### config.mk
export PLATFORM = sky130hd
export DESIGN_NAME = axil_sig_dumper
export DESIGN_NICKNAME = d
export VERILOG_FILES = /design/src/rtl/axil_sig_dumper.sv
export SDC_FILE = /design/constraint.sdc
export NUM_CORES = 1
export LEC_CHECK = 0
export BUFFER_PORTS_ARGS = -buffer_cell sky130_fd_sc_hd__buf_2
export CAP_MARGIN = 30
export CORE_MARGIN = 1
export CORE_UTILIZATION = 54
export DETAILED_ROUTE_END_ITERATION = 6
export HOLD_SLACK_MARGIN = 0.06
export PLACE_DENSITY_LB_ADDON = 0.1
export SYNTH_ARGS = -nofsm -noshare
export SYNTH_HDL_FRONTEND = slang
export SYNTH_SLANG_ARGS = --single-unit
### constraint.sdc
create_clock -name clk -period 4.6 [get_ports clk]
set_input_delay 1.38 -clock clk [delete_from_list [all_inputs] [get_ports clk]]
set_output_delay 1.38 -clock clk [all_outputs]
set_load 0.05 [all_outputs]
### src/rtl/axil_sig_dumper.sv
// Compliance-run signature dumper: waits for CPU halt or a cycle timeout, then reads the
// signature window over an AXI-Lite master read port and streams each word out.
module axil_sig_dumper #(
    parameter int unsigned ADDR_WIDTH = 32,
    parameter int unsigned DATA_WIDTH = 32,
    parameter int unsigned CNT_WIDTH  = 32
) (
    input  logic                  clk,
    input  logic                  rstn,
    input  logic                  start,
    input  logic [ADDR_WIDTH-1:0] cfg_sig_begin,
    input  logic [ADDR_WIDTH-1:0] cfg_sig_end,
    input  logic [CNT_WIDTH-1:0]  cfg_timeout,
    input  logic                  halt,
    output logic [ADDR_WIDTH-1:0] m_axil_araddr,
    output logic [2:0]            m_axil_arprot,
    output logic                  m_axil_arvalid,
    input  logic                  m_axil_arready,
    input  logic [DATA_WIDTH-1:0] m_axil_rdata,
    input  logic [1:0]            m_axil_rresp,
    input  logic                  m_axil_rvalid,
    output logic                  m_axil_rready,
    output logic [DATA_WIDTH-1:0] sig_tdata,
    output logic                  sig_tvalid,
    input  logic                  sig_tready,
    output logic                  sig_tlast,
    output logic                  busy,
    output logic                  done,
    output logic                  timed_out,
    output logic                  resp_err,
    output logic [CNT_WIDTH-1:0]  cycle_count
);

    localparam int unsigned STEP = DATA_WIDTH / 8;
    localparam logic [ADDR_WIDTH-1:0] STEP_A     = ADDR_WIDTH'(STEP);
    localparam logic [ADDR_WIDTH-1:0] ALIGN_MASK = ~ADDR_WIDTH'(STEP - 1);
    localparam logic [CNT_WIDTH-1:0]  CNT_ONE    = CNT_WIDTH'(1);

    typedef enum logic [2:0] {StIdle, StRun, StAr, StR, StOut, StDone} state_e;

    state_e                r_state;
    state_e                w_state_nxt;
    logic [ADDR_WIDTH-1:0] r_cur_addr;
    logic [ADDR_WIDTH-1:0] r_end;
    logic [CNT_WIDTH-1:0]  r_timeout;
    logic [CNT_WIDTH-1:0]  r_cycle_count;
    logic [DATA_WIDTH-1:0] r_data;
    logic                  r_timed_out;
    logic                  r_resp_err;

    logic                  w_start_ok;
    logic                  w_timeout_hit;
    logic                  w_empty;
    logic                  w_last;
    logic [ADDR_WIDTH-1:0] w_addr_nxt;

    assign w_start_ok    = start && ((r_state == StIdle) || (r_state == StDone));
    assign w_timeout_hit = (r_timeout != '0) && (r_cycle_count == r_timeout);
    assign w_addr_nxt    = r_cur_addr + STEP_A;
    // Only true on the first AR entry when the window is empty; later entries have cur < end.
    assign w_empty       = (r_cur_addr >= r_end);
    assign w_last        = (w_addr_nxt >= r_end);

    always_ff @(posedge clk or negedge rstn) begin
        if (!rstn) begin
            r_state <= StIdle;
        end else begin
            r_state <= w_state_nxt;
        end
    end

    always_comb begin
        w_state_nxt = r_state;
        unique case (r_state)
            StIdle, StDone: if (start) w_state_nxt = StRun;
            StRun:          if (halt || w_timeout_hit) w_state_nxt = StAr;
            StAr: begin
                if (w_empty) begin
                    w_state_nxt = StDone;
                end else if (m_axil_arready) begin
                    w_state_nxt = StR;
                end
            end
            StR:            if (m_axil_rvalid) w_state_nxt = StOut;
            StOut:          if (sig_tready) w_state_nxt = w_last ? StDone : StAr;
            default:        w_state_nxt = StIdle;
        endcase
    end

    always_comb begin
        m_axil_arvalid = 1'b0;
        m_axil_rready  = 1'b0;
        sig_tvalid     = 1'b0;
        sig_tlast      = 1'b0;
        busy           = 1'b0;
        done           = 1'b0;
        unique case (r_state)
            StRun: busy = 1'b1;
            StAr: begin
                busy           = 1'b1;
                m_axil_arvalid = !w_empty;
            end
            StR: begin
                busy          = 1'b1;
                m_axil_rready = 1'b1;
            end
            StOut: begin
                busy       = 1'b1;
                sig_tvalid = 1'b1;
                sig_tlast  = w_last;
            end
            StDone:  done = 1'b1;
            default: ;
        endcase
    end

    always_ff @(posedge clk or negedge rstn) begin
        if (!rstn) begin
            r_cur_addr    <= '0;
            r_end         <= '0;
            r_timeout     <= '0;
            r_cycle_count <= '0;
            r_data        <= '0;
            r_timed_out   <= 1'b0;
            r_resp_err    <= 1'b0;
        end else begin
            if (w_start_ok) begin
                r_cur_addr    <= cfg_sig_begin & ALIGN_MASK;
                r_end         <= cfg_sig_end & ALIGN_MASK;
                r_timeout     <= cfg_timeout;
                r_cycle_count <= '0;
                r_timed_out   <= 1'b0;
                r_resp_err    <= 1'b0;
            end
            // Halt wins a tie with the timeout; the count freezes when the wait ends.
            if ((r_state == StRun) && !halt) begin
                if (w_timeout_hit) begin
                    r_timed_out <= 1'b1;
                end else if (!(&r_cycle_count)) begin
                    r_cycle_count <= r_cycle_count + CNT_ONE;
                end
            end
            if ((r_state == StR) && m_axil_rvalid) begin
                r_data <= m_axil_rdata;
                if (m_axil_rresp != 2'b00) r_resp_err <= 1'b1;
            end
            if ((r_state == StOut) && sig_tready) begin
                r_cur_addr <= w_addr_nxt;
            end
        end
    end

    assign m_axil_araddr = r_cur_addr;
    assign m_axil_arprot = 3'b000;
    assign sig_tdata     = r_data;
    assign timed_out     = r_timed_out;
    assign resp_err      = r_resp_err;
    assign cycle_count   = r_cycle_count;

endmodule

== Word-level counts from Yosys, hierarchy flattened ==
Index checks and enable logic that the tools add are counted.
Word-level totals
  register bits after elaboration: 163
  bits in latches: 0
  bits in writable memories: 0
  ROM bits: 0
  bits of input ports: 137
  output and inout bits: 107
  word-level logic and storage cells: 66
  memories: 0
Operators by class
  $add $sub $neg: 2
  multiply operators: 0
  div/mod/pow operators: 0
  order comparisons: 2
  equal/unequal tests: 11
  shifts and indexed selects: 0
  mux-type cells: 26
  bitwise gates (word level): 0
  reductions and logical operators: 17
Operator list (count)
  2-to-1 mux 32 bit: 6
  >= comparator 32 bit: 2
  adder 32 x 1 -> 32 bit (second input constant): 1
  adder 32 x 3 -> 32 bit (second input constant): 1
  == test 32 bit: 1
  AND reduction 32 bit: 1
  nonzero test 32 bit: 1
  2-to-1 mux 3 bit: 7
  case mux 3 bit (5 select lines): 1
  2-to-1 mux 1 bit: 12
  != test 2 bit (second input constant): 4
  == test 3 x 2 -> 1 bit (second input constant): 2
  == test 3 bit (second input constant): 2
  logical AND 1 bit: 5
  AND reduction 5 bit: 1
  nonzero test 2 bit: 2
  OR reduction 4 bit: 1
  == test 3 x 1 -> 1 bit (second input constant): 1
  zero test 3 bit: 1
  != test 3 bit (second input constant): 1
  zero test 1 bit: 2
  logical OR 1 bit: 2
  OR reduction 2 bit: 1

== Depth between registers and ports, before layout ==
Gate-level depths: netlist (run 1).
  word-level depth: 7
  mapped depth: 14
  gate-level depth less buffers: 14

== Worst setup path before layout (run 1) ==
Ideal clock, no wire load.
  kind: register to output
  from: reg r_cur_addr[4] (netlist: m_axil_araddr[4])
  to: out sig_tlast
  arrival: 3.898 ns
  required time: 3.220 ns
  path slack: -0.678 ns
  cell stages (with the launch flop): 13
  path buffers: 0
  cells stage by stage: dfrtp_1 -> and4_1 -> nand4_2 -> nor3_1 -> nand3_1 -> xnor2_1 -> ha_1 -> nand4_1 -> nor4_1 -> o311ai_0 -> o2111ai_1 -> a31oi_1 -> nor2_1
On the way
  word-level cells in the longest chain between the ends: 3
Ends and longest elaborated chain
  start: declaration: RTL line 43  | logic [ADDR_WIDTH-1:0] r_cur_addr;
  start signal: assignment: RTL line 128  | r_cur_addr <= cfg_sig_begin & ALIGN_MASK;
  start signal: assignment: RTL line 148  | r_cur_addr <= w_addr_nxt;
  adder 32 x 3 -> 32 bit: RTL line 59  | assign w_addr_nxt = r_cur_addr + STEP_A;
  >= comparator 32 bit: RTL line 62  | assign w_last = (w_addr_nxt >= r_end);
  2-to-1 mux 1 bit: RTL line 97  | unique case (r_state)
  end: declaration: RTL line 26  | output logic sig_tlast,
Every way passes these cells.

== Worst setup path after layout (run 1) ==
  from: reg r_cur_addr[2] (netlist: m_axil_araddr[2])
  to: out sig_tlast
Same word-level chain as after synthesis.

==> summary.txt, run 1 <==
Reg-to-Reg Start: m_axil_araddr[2]$_DFFE_PN0P_
diodes inserted: 0
CTS tree: yes
slowest stage delay, CP: 390 ps
Clk pin slew, worst setup/hold paths: 70 ps
cell family with most CP delay: simple AND/OR/NAND/NOR gates
synthesis-to-layout area growth: 27.4%
final setup vio count: 1
final WL: 25700 um
post-DR wirelength/cell: 17.1 um
Max VDD drop: 455 uV
top cells by area, synth: dfrtp_1 43%, ha_1 8.3%, nand2_1 8.2%
core area: 16800 um2
reg2reg setup slack: 1240 ps
Num CTS Buffers: 17
hold_buf cts: 0
gr busiest metal: met2
Routed Antenna Nets: 0
largest net degree at the start of global routing: 110
DP HPWL: 18500 um
Crit. End Element: output pin
CP most frequent cell: buf_6
fillers: 1323
site row count: 47
failing checks: setup timing
placed cell area: 11100 um2
Critical Path Start: m_axil_araddr[2]$_DFFE_PN0P_
Hold Startpoint: timed_out$_DFF_PN0_
area leader, netlist: dfrtp_1
vias: 8404
outcome: complete, but fails checks
M2 GR Usage: 45.9%
gpl congestion: 0.841
Clock Tree Root: clkbuf_16
register area share after synthesis: 43.0%
Arr. time, crit path: 3340 ps
LEAKAGE: 0.00566 uW
max-slew violations: 0
final period utilization: 103%
Synth cell types: 70
fin area: 11900 um2
Global Route met3 Usage: 4.88%
all-layer global routing usage: 29.5%
Startpoint Class: flip-flop
FMAX: 212 MHz
Final #Nets: 1467
hold crit path type: reg2reg
vias in the first global route: 8033
H-tree levels: 4
Slew @ Worst Pin: 891 ps
vias per inst: 5.60
area share of the largest cell type after synthesis: 43.0%
area occupied by multi-input gates: 5140 um2
pwr dens: 728 nW/um2
cell count after synthesis: 996
crit path max fanout: 3
Post-synth EDFFs: 0
hold endpoint: timed_out$_DFF_PN0_
min cycle time layout: 4720 ps
drt drc: 0
power consumption: 8700 uW
CTS Sinks: 161
initial antenna violation count: 0
input/output buffers: 234
Ys Warns: 0
WHS Path Cells: 2
first-pass GRT wire length: 41300 um
WS Path Type: reg2out
Buf+Inv Stages, Crit Path: 4
placed instance count: 1462
Hold Fails Final Rpt: 0
CP Data Required Time: 3220 ps
Worst Slack Setup Final: -125 ps
Post-Syn Area: 9380 um2
Reg-to-Reg End: r_state[2]$_DFFE_PN0P_
Die H: 134 um
Reg area: 4050 um2
GR Layer Usage met1: 42.0%
max-cap viol count: 0
GRT Residual Overflow: 0
ys async rst share: 100%
R2R depth: 17
Initial Utilization: 55.9%
slowest cell on the critical path: dfrtp_2
Worst Skew: 8.88 ps
worst relative slew slack: 40.6%
Placement Setup Slack: -181 ps
io pins: 244
worst path cell trace: buf_6, and4_4, nand4_4, buf_6, nor2_1, nand2_1, xnor2_2, ha_1, nand4_1, nor4_2, buf_4, a221oi_2, o2111ai_2, a31oi_4, nor2_4, buf_6
1st-iter DRT viols: 567
worst-skew pair later-pin latency: 430 ps
syn_area_per_cell: 9.41 um2
Finished Layout Cells: 1501
die area: 17900 um2
DIE WIDTH: 134 um
Most used DFF post-synth: dfrtp_1
clk buf depth: 2
FF+latch count, synth: 161
layout cells sized above 1: 34.0%
Total Neg Setup Slack: -125 ps
first-pass iteration count of the detailed router: 5
RSZ-0062 raised after global routing: true
## cell usage after synthesis (6+ instances only)
cell / n
a211oi_1: 6
a21oi_1: 37
a221o_1: 7
a22oi_1: 6
and2_1: 7
and3_1: 6
and4_1: 7
buf_2: 12
buf_4: 7
clkbuf_1: 24
dfrtp_1: 161
ha_1: 62
inv_1: 47
mux2_2: 33
mux2i_1: 13
nand2_1: 204
nand3_1: 31
nand4_1: 24
nor2_1: 44
nor3_1: 11
nor3_2: 6
nor4_1: 13
nor4_2: 7
o21ai_0: 52
o21ai_1: 8
o22ai_1: 10
o311ai_1: 6
o31ai_1: 8
or3_1: 6
xnor2_1: 50
xor2_1: 12
## cell type report
type | count | share of cell area, %
multi-input cells | 744 | 43.0
flip-flops and latches | 161 | 33.9
repair buffers | 297 | 14.2
clock buffers | 17 | 3.56
well taps | 220 | 2.30
clock inverters | 15 | 1.54
inverters | 47 | 1.48
## where the power goes
part	leakage [uW]	total, uW	switching [uW]	internal (uW)
Combinational	0.00338	4800	3110	1690
Sequential	0.00199	2450	460	1990
Clock	0.000295	1450	670	783
## registers in the layout, indices dropped and copies added, names as in the netlist
name / count
r_end: 30
resp_err: 1
r_timeout: 32
sig_tdata: 32
m_axil_araddr: 30
timed_out: 1
cycle_count: 32
r_state: 3
## metal layers
layer  share of wire (%)  vias to the layer above
met5                   0                        -
met4                 1.9                        0
met3                 6.7                       32
met2                  45                      322
met1                  46                     4005
li1                    -                     4045
## repair_timing
action | in CTS | in global routing
gates cloned | 0 | 0
pin swaps | 23 | 2
setup endpoints to repair | 1 | 2
setup buffers | 7 | 0
endpoints found under the hold margin | 0 | 0
gates resized for setup | 27 | 4
## cell usage in the layout (no fill, tap or decap), types with 7 or more instances in the layout
| master | synthesis | final |
|---|---|---|
| a21oi_1 | 37 | 35 |
| a221o_1 | 7 | 7 |
| and2_1 | 7 | 7 |
| buf_2 | 12 | 232 |
| buf_4 | 7 | 57 |
| clkbuf_16 | 0 | 17 |
| dfrtp_1 | 161 | 143 |
| dfrtp_2 | 0 | 18 |
| ha_1 | 62 | 61 |
| inv_1 | 47 | 47 |
| mux2_2 | 33 | 33 |
| mux2i_1 | 13 | 13 |
| nand2_1 | 204 | 204 |
| nand3_1 | 31 | 30 |
| nand4_1 | 24 | 24 |
| nor2_1 | 44 | 41 |
| nor3_1 | 11 | 8 |
| nor3_2 | 6 | 7 |
| nor4_1 | 13 | 11 |
| nor4_2 | 7 | 8 |
| o21ai_0 | 52 | 50 |
| o21ai_1 | 8 | 9 |
| o22ai_1 | 10 | 10 |
| o31ai_1 | 8 | 8 |
| xnor2_1 | 50 | 49 |
| xor2_1 | 12 | 11 |
## worst max-delay path by stage
stage,to,slack [ps],cells after the start
6_report,sig_tlast,-120,16
5_1_grt,sig_tlast,-320,16
4_1_cts,sig_tlast,-120,15
3_5_place_dp,sig_tlast,-180,16
3_3_place_gp,sig_tlast,-120,16
2_1_floorplan,sig_tlast,5,12
## stage by stage
stage / hold slack (ps) / utilization (%)
2_1_floorplan: 476 / -
3_3_place_gp: 460 / 66.5
3_5_place_dp: 467 / 66.5
4_1_cts: 483 / 71.2
5_1_grt: 507 / 71.3
6_report: 485 / 71.3
## worst register-to-register path: stages, from the launching register on
cell	delay (ps)
dfrtp_2	390
buf_6	100
and4_4	250
nand4_4	150
buf_6	160
nor2_1	70
nand2_1	90
xnor2_2	170
ha_1	330
nand4_1	120
nor4_2	50
buf_4	160
a221oi_2	230
o2111ai_2	200
a31oi_4	250
buf_4	170
o2bb2ai_1	80
mux2_2	280
## kinds of logic after synthesis
| group | synth area share (%) |
|---|---|
| flip-flops | 43.0 |
| XOR/XNOR | 5.79 |
| buffers and inverters | 4.40 |
| multiplexers | 5.35 |
| other | 0.0400 |
| AO/OA/AOI/OAI | 12.3 |
| AND/OR/NAND/NOR | 20.8 |
| adder cells (fa/ha/maj) | 8.27 |
Note: power is estimated with default switching activity, not from simulation.
==> run 2, diff against run 1 <==
CELL_PAD_IN_SITES_DETAIL_PLACEMENT = 1   (was default)
CELL_PAD_IN_SITES_GLOBAL_PLACEMENT = 2   (was default)
CORE_UTILIZATION = 32   (was 54)
==> run 2 against run 1 <==
Compared with the run above:
- the run still ends with setup timing left
- clock-buffer cell count increased by 1
- wire length rose by 17%
- clock power about the same
- largest cell class unchanged
- largest power group unchanged
- highest routed layer unchanged
==> summary.txt, run 2 (synthesis gave the netlist of run 1 again) <==
outcome: complete, but fails checks
failing checks: setup timing
hold_buf cts: 0
Routed Antenna Nets: 0
worst-skew pair later-pin latency: 440 ps
Crit. End Element: output pin
layout cells sized above 1: 34.0%
min cycle time layout: 4890 ps
synthesis-to-layout area growth: 30.0%
Startpoint Class: flip-flop
Total Neg Setup Slack: -294 ps
placed instance count: 1627
core area: 28800 um2
Num CTS Buffers: 17
Finished Layout Cells: 1673
final period utilization: 106%
CP Data Required Time: 3220 ps
initial antenna violation count: 0
CTS Sinks: 161
DP HPWL: 22300 um
clk buf depth: 2
H-tree levels: 4
most common cell after layout, fill and taps aside: buf_2
io pins: 244
final WL: 30100 um
input/output buffers: 234
site row count: 62
pwr dens: 720 nW/um2
RSZ-0062 raised after global routing: true
Clk pin slew, worst setup/hold paths: 70 ps
Max VDD drop: 244 uV
Initial Utilization: 32.6%
die area: 30000 um2
Worst Slack Setup Final: -294 ps
gpl congestion: 0.782
drt drc: 0
largest net degree at the start of global routing: 81
post-DR wirelength/cell: 18.0 um
Placement Setup Slack: -514 ps
fillers: 3380
max-cap viol count: 0
LEAKAGE: 0.00568 uW
first-pass GRT wire length: 48700 um
Clock Tree Root: clkbuf_16
DIE WIDTH: 173 um
crit path max fanout: 3
Arr. time, crit path: 3510 ps
leading cell types in the layout, fill and taps excluded: 232 x buf_2, 204 x nand2_1, 143 x dfrtp_1
vias per inst: 4.94
diodes inserted: 0
Hold Fails Final Rpt: 0
Die H: 173 um
hold crit path type: reg2reg
max-slew violations: 0
worst relative slew slack: 35.3%
FMAX: 204 MHz
first-pass iteration count of the detailed router: 4
Hold WS: 485 ps
CTS tree: yes
Worst Skew: 16.9 ps
all-layer global routing usage: 20.7%
final setup vio count: 1
WS Path Type: reg2out
vias in the first global route: 8426
Slew @ Worst Pin: 971 ps
Final #Nets: 1475
Reg area: 4050 um2
1st-iter DRT viols: 405
vias: 8261
area occupied by multi-input gates: 5160 um2
GRT Residual Overflow: 0
==> run 2: worst max-delay path, cell delays in order, from the launching register on <==
cell,delay [ps]
dfrtp_2,390
buf_6,100
and4_4,240
nand4_4,160
buf_6,160
nor2_2,70
nand2_1,90
xnor2_2,170
ha_1,320
nand4_1,190
nor4_4,270
buf_4,180
o311ai_4,140
o2111ai_4,150
a31oi_4,130
nor2_4,140
buf_6,170
==> run 2: area by class of cell <==
class                      instances  share of cell area [%]
clock buffer                      18                    3.52
tap                              384                    3.94
timing repair buffer             305                    14.3
sequential                       161                    33.2
multi-input combinational        744                    42.3
clock inverter                    14                    1.21
inverter                          47                    1.45
==> run 2: final timing paths <==
kind	start	to	slack, ps	depth (start not counted)
setup / recovery	m_axil_araddr[3]$_DFFE_PN0P_	sig_tlast	-290	16
hold / removal	timed_out$_DFF_PN0_	timed_out$_DFF_PN0_	480	2
setup reg to reg	m_axil_araddr[3]$_DFFE_PN0P_	r_state[2]$_DFFE_PN0P_	1170	17
hold reg to reg	timed_out$_DFF_PN0_	timed_out$_DFF_PN0_	480	2
max in group asynchronous	rstn	sig_tdata[6]$_DFFE_PN0P_	2820	2
min in group asynchronous	rstn	r_end[18]$_DFFE_PN0P_	900	1
==> run 2: routing by layer <==
layer	GRT usage, %	up-vias	wire length, um
met2	30.3	177	12900
met4	4.09	0	233
met5	0	-	0
met3	3.36	13	1110
met1	31.8	3998	15900
li1	-	4073	-
==> run 2: where the power goes <==
| group | switching (uW) | leakage, uW | internal [uW] |
|---|---|---|---|
| logic | 3150 | 0.00342 | 1730 |
| registers | 471 | 0.00199 | 1990 |
| clock network | 705 | 0.000270 | 724 |
==> run 2: per-stage QoR <==
stage          utilization [%]  instance area (um2)  power [uW]
6_report                  42.3                12200        8770
3_3_place_gp              39.4                11400        7080
4_1_cts                   42.1                12100        8820
5_1_grt                   42.3                12200        9460
3_5_place_dp              39.4                11400        7200
2_1_floorplan                -                 9480        5700
==> run 2: timing repair <==
| item | CTS | global route |
|---|---|---|
| gates cloned | 0 | 0 |
| setup buffers | 9 | 5 |
| pin swaps | 15 | 14 |
| endpoints found under the setup margin | 1 | 1 |
| resized for setup | 23 | 5 |
